==> config.mk <==
export PLATFORM = sky130hd
export DESIGN_NAME = bcd_to_binary_seq
export DESIGN_NICKNAME = d
export VERILOG_FILES = /design/src/rtl/timer_pkg.sv /design/src/rtl/conditional_subtractor.sv /design/src/rtl/bcd_to_binary_seq.sv
export SDC_FILE = /design/constraint.sdc
export NUM_CORES = 1
export LEC_CHECK = 0
export BUFFER_PORTS_ARGS = -buffer_cell sky130_fd_sc_hd__buf_2
export CORE_ASPECT_RATIO = 1.5
export CORE_MARGIN = 4
export CORE_UTILIZATION = 30
export DETAILED_ROUTE_END_ITERATION = 8
export PLACE_DENSITY = 0.52
export SLEW_MARGIN = 10
export SYNTH_ARGS = -nofsm -noshare
export SYNTH_HDL_FRONTEND = slang
export SYNTH_SLANG_ARGS = --single-unit
export TNS_END_PERCENT = 50
==> constraint.sdc <==
create_clock -name clk -period 1.4 [get_ports clk]
set_clock_uncertainty 0.2 [all_clocks]
set_input_delay 0.14 -clock clk [delete_from_list [all_inputs] [get_ports clk]]
set_output_delay 0.14 -clock clk [all_outputs]
set_load 0.05 [all_outputs]
==> src/rtl/timer_pkg.sv <==
// -----------------------------------------------------------------------------
// timer_pkg
// Shared definitions for the timer datapath: converter FSM states and the
// BCD digit constants used by the BCD <-> binary conversion cells.
// -----------------------------------------------------------------------------
package timer_pkg;

    typedef enum logic [1:0] {
        IDLE  = 2'd0,
        SHIFT = 2'd1,
        DONE  = 2'd2
    } state_t;

    localparam logic [3:0] BCD_CORR_THRESH = 4'd8;
    localparam logic [3:0] BCD_CORR        = 4'd3;
    localparam logic [3:0] BCD_MAX_DIGIT   = 4'd9;

    // True when a 4-bit field is not a legal decimal digit.
    function automatic logic digit_is_invalid(input logic [3:0] digit);
        return (digit > BCD_MAX_DIGIT);
    endfunction

endpackage : timer_pkg

==> src/rtl/conditional_subtractor.sv <==
// -----------------------------------------------------------------------------
// conditional_subtractor
// One BCD digit correction cell for reverse double-dabble: after a right shift
// a digit that received a borrowed bit in its MSB reads 8 too high for a
// weight of 5, so 3 is removed. Mirror of the add-3 cell of binary-to-BCD.
// Ports:
//   digit_in  - post-shift BCD digit
//   digit_out - corrected digit (4-bit modulo arithmetic)
// -----------------------------------------------------------------------------
module conditional_subtractor
    import timer_pkg::*;
(
    input  logic [3:0] digit_in,
    output logic [3:0] digit_out
);

    // Subtract 3 when the digit is 8 or more, otherwise pass through.
    always_comb begin
        digit_out = digit_in;
        if (digit_in >= BCD_CORR_THRESH) begin
            digit_out = digit_in - BCD_CORR;
        end else begin
            digit_out = digit_in;
        end
    end

endmodule : conditional_subtractor

==> src/rtl/bcd_to_binary_seq.sv <==
// -----------------------------------------------------------------------------
// bcd_to_binary_seq
// Iterative BCD-to-binary converter (reverse double-dabble), one shift per
// clock, shared by the countdown and count-up timer modes.
// Ports:
//   clk     - system clock, rising edge
//   rst     - synchronous active-high reset
//   start   - conversion request, sampled only while ready=1
//   bcd_in  - packed BCD input, digit 0 in bits [3:0]
//   ready   - high in IDLE (decoded from state)
//   busy    - high while a conversion or invalid report is under way
//   done    - single-cycle pulse when bin_out/invalid are updated
//   bin_out - converted value, held until the next done
//   invalid - input had a digit >9, held until the next done
// -----------------------------------------------------------------------------
module bcd_to_binary_seq
    import timer_pkg::*;
#(
    parameter int DIGITS = 4,
    parameter int BIN_W  = 14
) (
    input  logic                  clk,
    input  logic                  rst,
    input  logic                  start,
    input  logic [4*DIGITS-1:0]   bcd_in,
    output logic                  ready,
    output logic                  busy,
    output logic                  done,
    output logic [BIN_W-1:0]      bin_out,
    output logic                  invalid
);

    localparam int WORK_W = 4*DIGITS + BIN_W;
    localparam int CNT_W  = $clog2(BIN_W + 1);
    localparam logic [CNT_W-1:0] LAST_CNT = CNT_W'(BIN_W - 1);
    localparam logic [CNT_W-1:0] CNT_ONE  = CNT_W'(1);

    state_t              state_r;
    logic [WORK_W-1:0]   work_r;        // {bcd_reg, bin_reg}
    logic [CNT_W-1:0]    cnt_r;
    logic                invalid_flag_r;
    logic                busy_r;
    logic                done_r;
    logic [BIN_W-1:0]    bin_out_r;
    logic                invalid_r;

    logic [WORK_W-1:0]   shifted_s;
    logic [WORK_W-1:0]   corrected_s;
    logic                any_invalid_s;

    // Right shift of the whole working register with zero entering the MSB.
    assign shifted_s = {1'b0, work_r[WORK_W-1:1]};

    // The binary half is never corrected; only the BCD digits are.
    assign corrected_s[BIN_W-1:0] = shifted_s[BIN_W-1:0];

    genvar g;
    generate
        for (g = 0; g < DIGITS; g++) begin : gen_corr
            conditional_subtractor u_corr (
                .digit_in  (shifted_s  [BIN_W + 4*g +: 4]),
                .digit_out (corrected_s[BIN_W + 4*g +: 4])
            );
        end
    endgenerate

    // Flag an input containing any non-decimal digit.
    always_comb begin
        any_invalid_s = 1'b0;
        for (int i = 0; i < DIGITS; i++) begin
            if (digit_is_invalid(bcd_in[4*i +: 4])) begin
                any_invalid_s = 1'b1;
            end else begin
                any_invalid_s = any_invalid_s;
            end
        end
    end

    // Converter FSM, iteration counter, working register and output registers.
    always_ff @(posedge clk) begin
        if (rst) begin
            state_r        <= IDLE;
            work_r         <= {WORK_W{1'b0}};
            cnt_r          <= {CNT_W{1'b0}};
            invalid_flag_r <= 1'b0;
            busy_r         <= 1'b0;
            done_r         <= 1'b0;
            bin_out_r      <= {BIN_W{1'b0}};
            invalid_r      <= 1'b0;
        end else begin
            done_r <= 1'b0;
            case (state_r)
                IDLE: begin
                    if (start) begin
                        invalid_flag_r <= any_invalid_s;
                        busy_r         <= 1'b1;
                        if (any_invalid_s) begin
                            // Nothing to shift; report straight away.
                            state_r <= DONE;
                        end else begin
                            work_r  <= {bcd_in, {BIN_W{1'b0}}};
                            cnt_r   <= {CNT_W{1'b0}};
                            state_r <= SHIFT;
                        end
                    end else begin
                        busy_r <= 1'b0;
                    end
                end
                SHIFT: begin
                    work_r <= corrected_s;
                    cnt_r  <= cnt_r + CNT_ONE;
                    if (cnt_r == LAST_CNT) begin
                        state_r <= DONE;
                    end else begin
                        state_r <= SHIFT;
                    end
                end
                DONE: begin
                    done_r    <= 1'b1;
                    bin_out_r <= invalid_flag_r ? {BIN_W{1'b0}} : work_r[BIN_W-1:0];
                    invalid_r <= invalid_flag_r;
                    busy_r    <= 1'b0;
                    state_r   <= IDLE;
                end
                default: begin
                    state_r <= IDLE;
                    busy_r  <= 1'b0;
                end
            endcase
        end
    end

    assign ready   = (state_r == IDLE);
    assign busy    = busy_r;
    assign done    = done_r;
    assign bin_out = bin_out_r;
    assign invalid = invalid_r;

endmodule : bcd_to_binary_seq

; ---- Yosys cells after proc, flatten, opt, wreduce, memory -nomap -nowiden
; Cells that the tools add are included.
[totals]
regBits = 54
elab_cells = 52
latch_bits = 0
out_inout_bits = 18
rom_bits = 0
ram_bits = 0
n_memories = 0
[classes]
eq_ne = 5
multipliers = 0
n_reduce_logical = 4
muxes = 22
n_lt_le_gt_ge = 8
n_addsub = 5
div_mod_pow = 0
bitwise = 0
shifts = 0
[op_table]
columns = operator, count
row1 = two-way mux 30 bit, 2
row2 = one-hot mux 30 bit (2 select lines), 1
row3 = two-way mux 4 bit, 6
row4 = > comparator 4 bit (second input constant), 4
row5 = two-way mux 14 bit, 1
row6 = greater-or-equal comparator 4 bit (second input constant), 3
row7 = subtractor 4 x 2 -> 4 bit (second input constant), 3
row8 = one-hot mux 4 bit (2 select lines), 1
row9 = two-way mux 1 bit, 6
row10 = two-way mux 2 bit, 3
row11 = adder 4 x 1 -> 4 bit (second input constant), 1
row12 = == test 4 bit (second input constant), 1
row13 = greater-or-equal comparator 3 x 4 -> 1 bit (second input constant), 1
row14 = != test 2 bit (second input constant), 2
row15 = one-hot mux 2 bit (2 select lines), 1
row16 = subtractor 3 x 2 -> 4 bit (second input constant), 1
row17 = AND reduction 3 bit, 1
row18 = == test 2 x 1 -> 1 bit (second input constant), 1
row19 = == test 2 bit (second input constant), 1
row20 = zero test 2 bit, 1
row21 = one-hot mux 1 bit (2 select lines), 1
row22 = AND reduction 2 bit, 1
row23 = nonzero test 2 bit, 1

; ---- Logic depth before layout (Yosys ltp)
[depth]
word_depth = 8
depth_mapped = 6
mapped_depth_nobuf = 5

; ---- By module
; A second synthesis with hierarchy kept.
[hier_totals]
cells_unflattened = 314
area_unflattened_um2 = 2775.2
[modules_own_cells]
columns = module, n_inst, area_each_um2, cells_per_inst
row1 = bcd_to_binary_seq, 1, 2469.9, 270
row2 = conditional_subtractor, 4, 76.3, 11

; ---- Least setup slack after synthesis
; OpenSTA, ideal clock, no wires.
[synth_timing]
path_kind = register to register
from = register state_r[1]
to = register work_r[17]
n_path_buf = 1
stages_incl_launch_ff = 5
synth_period_minus_slack_ns = 2.031
t_arrival_ns = 1.728
slack_ns = -0.631
cell_sequence = dfxtp_1 -> buf_6 -> nor2_1 -> nand3_2 -> a2111oi_2
[synth_via]
elab_chain_len = 3
word_cells_on_any_way = 7
cone_classes = eq/ne: 3 / mux: 1 / reduce/logical: 3
[synth_lines]
columns = item, line_no
row1 = from (decl), bcd_to_binary_seq.sv:38  ; state_t state_r;
row2 = from (signal assigned), bcd_to_binary_seq.sv:82  ; state_r <= IDLE;
row3 = from (signal assigned), bcd_to_binary_seq.sv:99  ; state_r <= DONE;
row4 = from (signal assigned), bcd_to_binary_seq.sv:103  ; state_r <= SHIFT;
row5 = zero test 2 bit (*), n/a
row6 = net ready, bcd_to_binary_seq.sv:26  ; output logic ready,
row7 = != test 2 bit (no line) or nonzero test 2 bit (tied branches), n/a
row8 = AND reduction 3 bit (no line), n/a
row9 = to (signal assigned), bcd_to_binary_seq.sv:83  ; work_r <= {WORK_W{1'b0}};
row10 = to (signal assigned), bcd_to_binary_seq.sv:101  ; work_r <= {bcd_in, {BIN_W{1'b0}}};
row11 = to (signal assigned), bcd_to_binary_seq.sv:110  ; work_r <= corrected_s;
row12 = to (decl), bcd_to_binary_seq.sv:39  ; logic [WORK_W-1:0] work_r;
; The timed path passes the listed nets; every way through them passes the cells marked *.
; A chain may end at the register's enable or synchronous reset.

; ---- Worst setup path in the final report
[layout_timing]
from = register state_r[0]
to = register work_r[24]
[layout_via]
elab_chain_len = 3
word_cells_on_any_way = 7
cone_classes = eq/ne: 3 / mux: 1 / reduce/logical: 3
[layout_lines]
columns = item, line_no
row1 = zero test 2 bit or == test 2 x 1 -> 1 bit (tied branches), bcd_to_binary_seq.sv:92  ; case (state_r)
row2 = != test 2 bit (no line) or nonzero test 2 bit (tied branches), n/a
row3 = AND reduction 3 bit (no line), n/a
; Several ways; a longest one is shown, not always the timed one.

==> load_flow_metrics.sql <==
INSERT INTO impl_metrics (metric_group, metric, value, unit) VALUES
('yosys', 'synth.area.top_cells', 'sky130_fd_sc_hd__dfxtp_1, sky130_fd_sc_hd__a21oi_1, sky130_fd_sc_hd__mux2i_1', ''),
('run', 'max-cap-violations', '0', ''),
('timing', 'rsz0062_at_grt', 'true', ''),
('timing', 'finalSetupTns', '-1130', 'ps'),
('status', 'status', 'complete, but fails checks', ''),
('power', 'p_per_area', '911', 'mW/mm^2'),
('drt', 'initialDrtViolationCount', '83', ''),
('floorplanning', 'initial_core_util', '0.311', ''),
('timing', 'timing.final.setup_violations', '14', ''),
('floorplanning', 'core.rowCount', '41', ''),
('worst_hold_path', 'hold_class', 'in2reg', ''),
('setup_path', 'regToRegStartpoint', 'state_r[0]$_SDFFE_PP0P_', ''),
('layout', 'layout.cells.most_common', 'sky130_fd_sc_hd__dfxtp_1', ''),
('floorplanning', 'die_area', '0.0104', 'mm^2'),
('setup_path', 'setup.worst_path.end_class', 'flop', ''),
('clocking', 'tritoncts', 'yes', ''),
('setup_path', 'worst-endpoint-arrival', '1570', 'ps'),
('drt', 'firstDrtPassIters', '4', ''),
('floorplanning', 'die_width', '84.7', 'um'),
('drt', 'detail_route.vias_per_cell', '4.89', ''),
('yosys', 'netlist_instances', '300', ''),
('drt', 'detailroute.via_count', '2390', ''),
('yosys', 'synth_cell_types', '36', ''),
('layout', 'area.sequential', '0.00109', 'mm^2'),
('clocking', 'worst_skew_pair.late_latency', '290', 'ps'),
('drt', 'drt-wirelength-per-cell', '13.9', 'um'),
('clocking', 'clk_path_buf_depth', '2', ''),
('timing', 'fin_ws', '-149', 'ps'),
('grt', 'grt_antenna_before_repair', '0', ''),
('layout', 'multi_input_comb_area', '0.00159', 'mm^2'),
('floorplanning', 'die_h', '123', 'um'),
('grt', 'grt_max_degree', '34', ''),
('drt', 'ant_nets', '0', ''),
('timing', 'timing.final.hold_violations', '0', ''),
('layout', 'fin_nets', '408', ''),
('power', 'report.power.total', '3500', 'uW'),
('timing', 'timing_worst_slew_pin_value', '594', 'ps'),
('yosys', 'synth_top_area_share', '0.408', ''),
('timing', 'fmax', '646', 'MHz'),
('layout', 'drive_gt1_frac', '0.393', ''),
('clocking', 'clock_buffer_count_from_cts', '5', ''),
('drt', 'route.detailed.drc', '0', ''),
('setup_path', 'critical_path_peak_fanout', '8', ''),
('timing', 'slew_headroom', '0.604', ''),
('placement', 'place.detailed.hpwl', '4.70', 'mm'),
('grt', 'grt_util_all_layers', '0.131', ''),
('clocking', 'htree_num_levels', '2', ''),
('drt', 'drt_wl_total', '6.81', 'mm'),
('yosys', 'seq_cells_post_synth', '54', ''),
('placement', 'place_congestion', '0.775', ''),
('layout', 'num-fill-cells', '850', ''),
('floorplanning', 'coreArea', '0.00852', 'mm^2'),
('worst_hold_path', 'hold_path.startpoint', 'bcd_in[4]', ''),
('timing', 'post-route-period-util', '1.11', ''),
('yosys', 'synthesis.nets', '327', ''),
('setup_path', 'worst-endpoint-required', '1420', 'ps'),
('yosys', 'netlist_area', '0.00265', 'mm^2'),
('yosys', 'avgSynthCellArea', '8.83', 'um^2'),
('layout', 'finish.utilization', '0.451', ''),
('layout', 'area_growth', '45.0', '%'),
('clocking', 'clk_pin_slew_worst_paths', '70', 'ps'),
('timing', 'finalCriticalPeriod', '1550', 'ps'),
('yosys', 'synth.yosys.warnings', '0', ''),
('setup_path', 'crit_path_start_kind', 'flop', ''),
('placement', 'port_buffers', '36', ''),
('timing', 'report.final.slew_viol_count', '0', ''),
('layout', 'top_library_cells_by_usage_in_the_layout_fill_and_taps_aside', 'sky130_fd_sc_hd__dfxtp_1, sky130_fd_sc_hd__buf_4, sky130_fd_sc_hd__buf_2', ''),
('grt', 'via_count_of_the_first_global_routing_pass', '2331', ''),
('power', 'ir_drop', '464', 'uV'),
('yosys', 'synth_seq_area_share', '0.408', ''),
('setup_path', 'critPathKind', 'reg2reg', ''),
('yosys', 'yosys.area.top_type', 'sky130_fd_sc_hd__dfxtp_1', ''),
('clocking', 'cts.root.buffer_cell', 'sky130_fd_sc_hd__clkbuf_16', ''),
('setup_path', 'timing.critical_path.from', 'state_r[0]$_SDFFE_PP0P_', ''),
('clocking', 'clock-sinks', '54', ''),
('layout', 'antenna_diode_instance_count', '0', ''),
('floorplanning', 'top_level_ports', '37', ''),
('power', 'power.leakage', '0.00153', 'uW'),
('grt', 'overflow', '0', ''),
('grt', 'grt_pass1_wl', '11.2', 'mm'),
('status', 'violations_in_the_final_reports', 'setup timing', '');
==> what timing repair did <==
item                                    CTS  global route
pin swaps                                 7            13
endpoints found under the setup margin   29            46
gates cloned                              2             2
hold endpoints to repair                  2             0
gates resized for setup                  21            41
setup buffers                             3             3
hold buffers                              2             0
==> cells by family (layout without fill, tap and decap cells) <==
family	count (synthesis)	in the layout	share of synthesized area
compound gates	80	80	0.204
xor+xnor	6	6	0.0198
fa+ha+maj	8	8	0.0378
buf+inv	36	118	0.0708
flops	54	54	0.408
mux	15	15	0.0567
simple gates	101	101	0.203
==> critical path: stages, from the launching register on <==
cell,delay [ps]
sky130_fd_sc_hd__dfxtp_4,370
sky130_fd_sc_hd__nor2b_4,200
sky130_fd_sc_hd__buf_12,150
sky130_fd_sc_hd__buf_6,90
sky130_fd_sc_hd__nor2_2,30
sky130_fd_sc_hd__a211o_1,270
sky130_fd_sc_hd__mux2i_1,150
==> where the power goes <==
part | leakage (uW) | switching (uW) | internal (uW)
clock | 0.0000748 | 592 | 680
combinational | 0.00101 | 303 | 304
sequential | 0.000439 | 51.5 | 1570
total | 0.00153 | 947 | 2550
==> layout make-up <==
cell class | instances | share of cell area
multi-input cells | 210 | 0.415
flip-flops and latches | 54 | 0.284
repair buffers | 100 | 0.216
well taps | 107 | 0.0349
clock buffers | 5 | 0.0326
inverters | 10 | 0.0104
clock inverters | 3 | 0.00684
==> cells in the mapped netlist <==
master                      instances
sky130_fd_sc_hd__a2111oi_2          3
sky130_fd_sc_hd__a211o_1            9
sky130_fd_sc_hd__a211oi_1           1
sky130_fd_sc_hd__a21oi_1           33
sky130_fd_sc_hd__a21oi_4            1
sky130_fd_sc_hd__a311oi_1           3
sky130_fd_sc_hd__a31oi_1            4
sky130_fd_sc_hd__and4_1             2
sky130_fd_sc_hd__buf_1              1
sky130_fd_sc_hd__buf_2              9
sky130_fd_sc_hd__buf_4              3
sky130_fd_sc_hd__buf_6              4
sky130_fd_sc_hd__clkbuf_1           9
sky130_fd_sc_hd__dfxtp_1           54
sky130_fd_sc_hd__ha_1               8
sky130_fd_sc_hd__inv_1              9
sky130_fd_sc_hd__inv_2              1
sky130_fd_sc_hd__mux2i_1           15
sky130_fd_sc_hd__nand2_1           15
sky130_fd_sc_hd__nand2b_1          14
sky130_fd_sc_hd__nand2b_4           1
sky130_fd_sc_hd__nand3_1            4
sky130_fd_sc_hd__nand3_2            1
sky130_fd_sc_hd__nand4_1            1
sky130_fd_sc_hd__nand4b_1           1
sky130_fd_sc_hd__nor2_1            35
sky130_fd_sc_hd__nor2b_1            5
sky130_fd_sc_hd__nor2b_4            1
sky130_fd_sc_hd__nor3_1             6
sky130_fd_sc_hd__nor3b_1           14
sky130_fd_sc_hd__nor4_1             1
sky130_fd_sc_hd__o211ai_1          15
sky130_fd_sc_hd__o21ai_0            1
sky130_fd_sc_hd__o21ai_1            8
sky130_fd_sc_hd__o32ai_1            2
sky130_fd_sc_hd__xnor2_1            6
==> flip-flops by register name (all words and copies together) (netlist names) <==
signal / count
invalid: 1
invalid_flag_r: 1
cnt_r: 4
bin_out: 14
state_r: 2
work_r: 30
busy: 1
done: 1
==> per-stage QoR <==
step,cell area [um^2],instances,setup slack (ps),hold WS [ps]
2_1_floorplan,2670,300,-105,113
3_3_place_gp,3280,471,-99.4,242
3_5_place_dp,3280,471,-119,254
4_1_cts,3590,485,-108,38.4
5_1_grt,3840,489,-169,78.3
6_report,3840,489,-149,42.2
==> routing by layer <==
| layer | wire length, um | track usage | up-vias |
|---|---|---|---|
| met1 | 2790 | 0.152 | 1128 |
| li1 | - | - | 1216 |
| met3 | 269 | 0.0267 | 6 |
| met5 | 0 | 0 | - |
| met4 | 71 | 0.0327 | 0 |
| met2 | 3690 | 0.244 | 40 |
==> final timing paths <==
check	to	slack, ps	cells past startpoint
worst max-delay path	work_r[24]$_SDFFE_PP0P_	-150	6
worst min-delay path	work_r[18]$_SDFFE_PP0P_	40	4
worst max register to register	work_r[24]$_SDFFE_PP0P_	-150	6
worst min register to register	work_r[13]$_SDFFE_PP0P_	260	2
(Power assumes the default switching activity.)
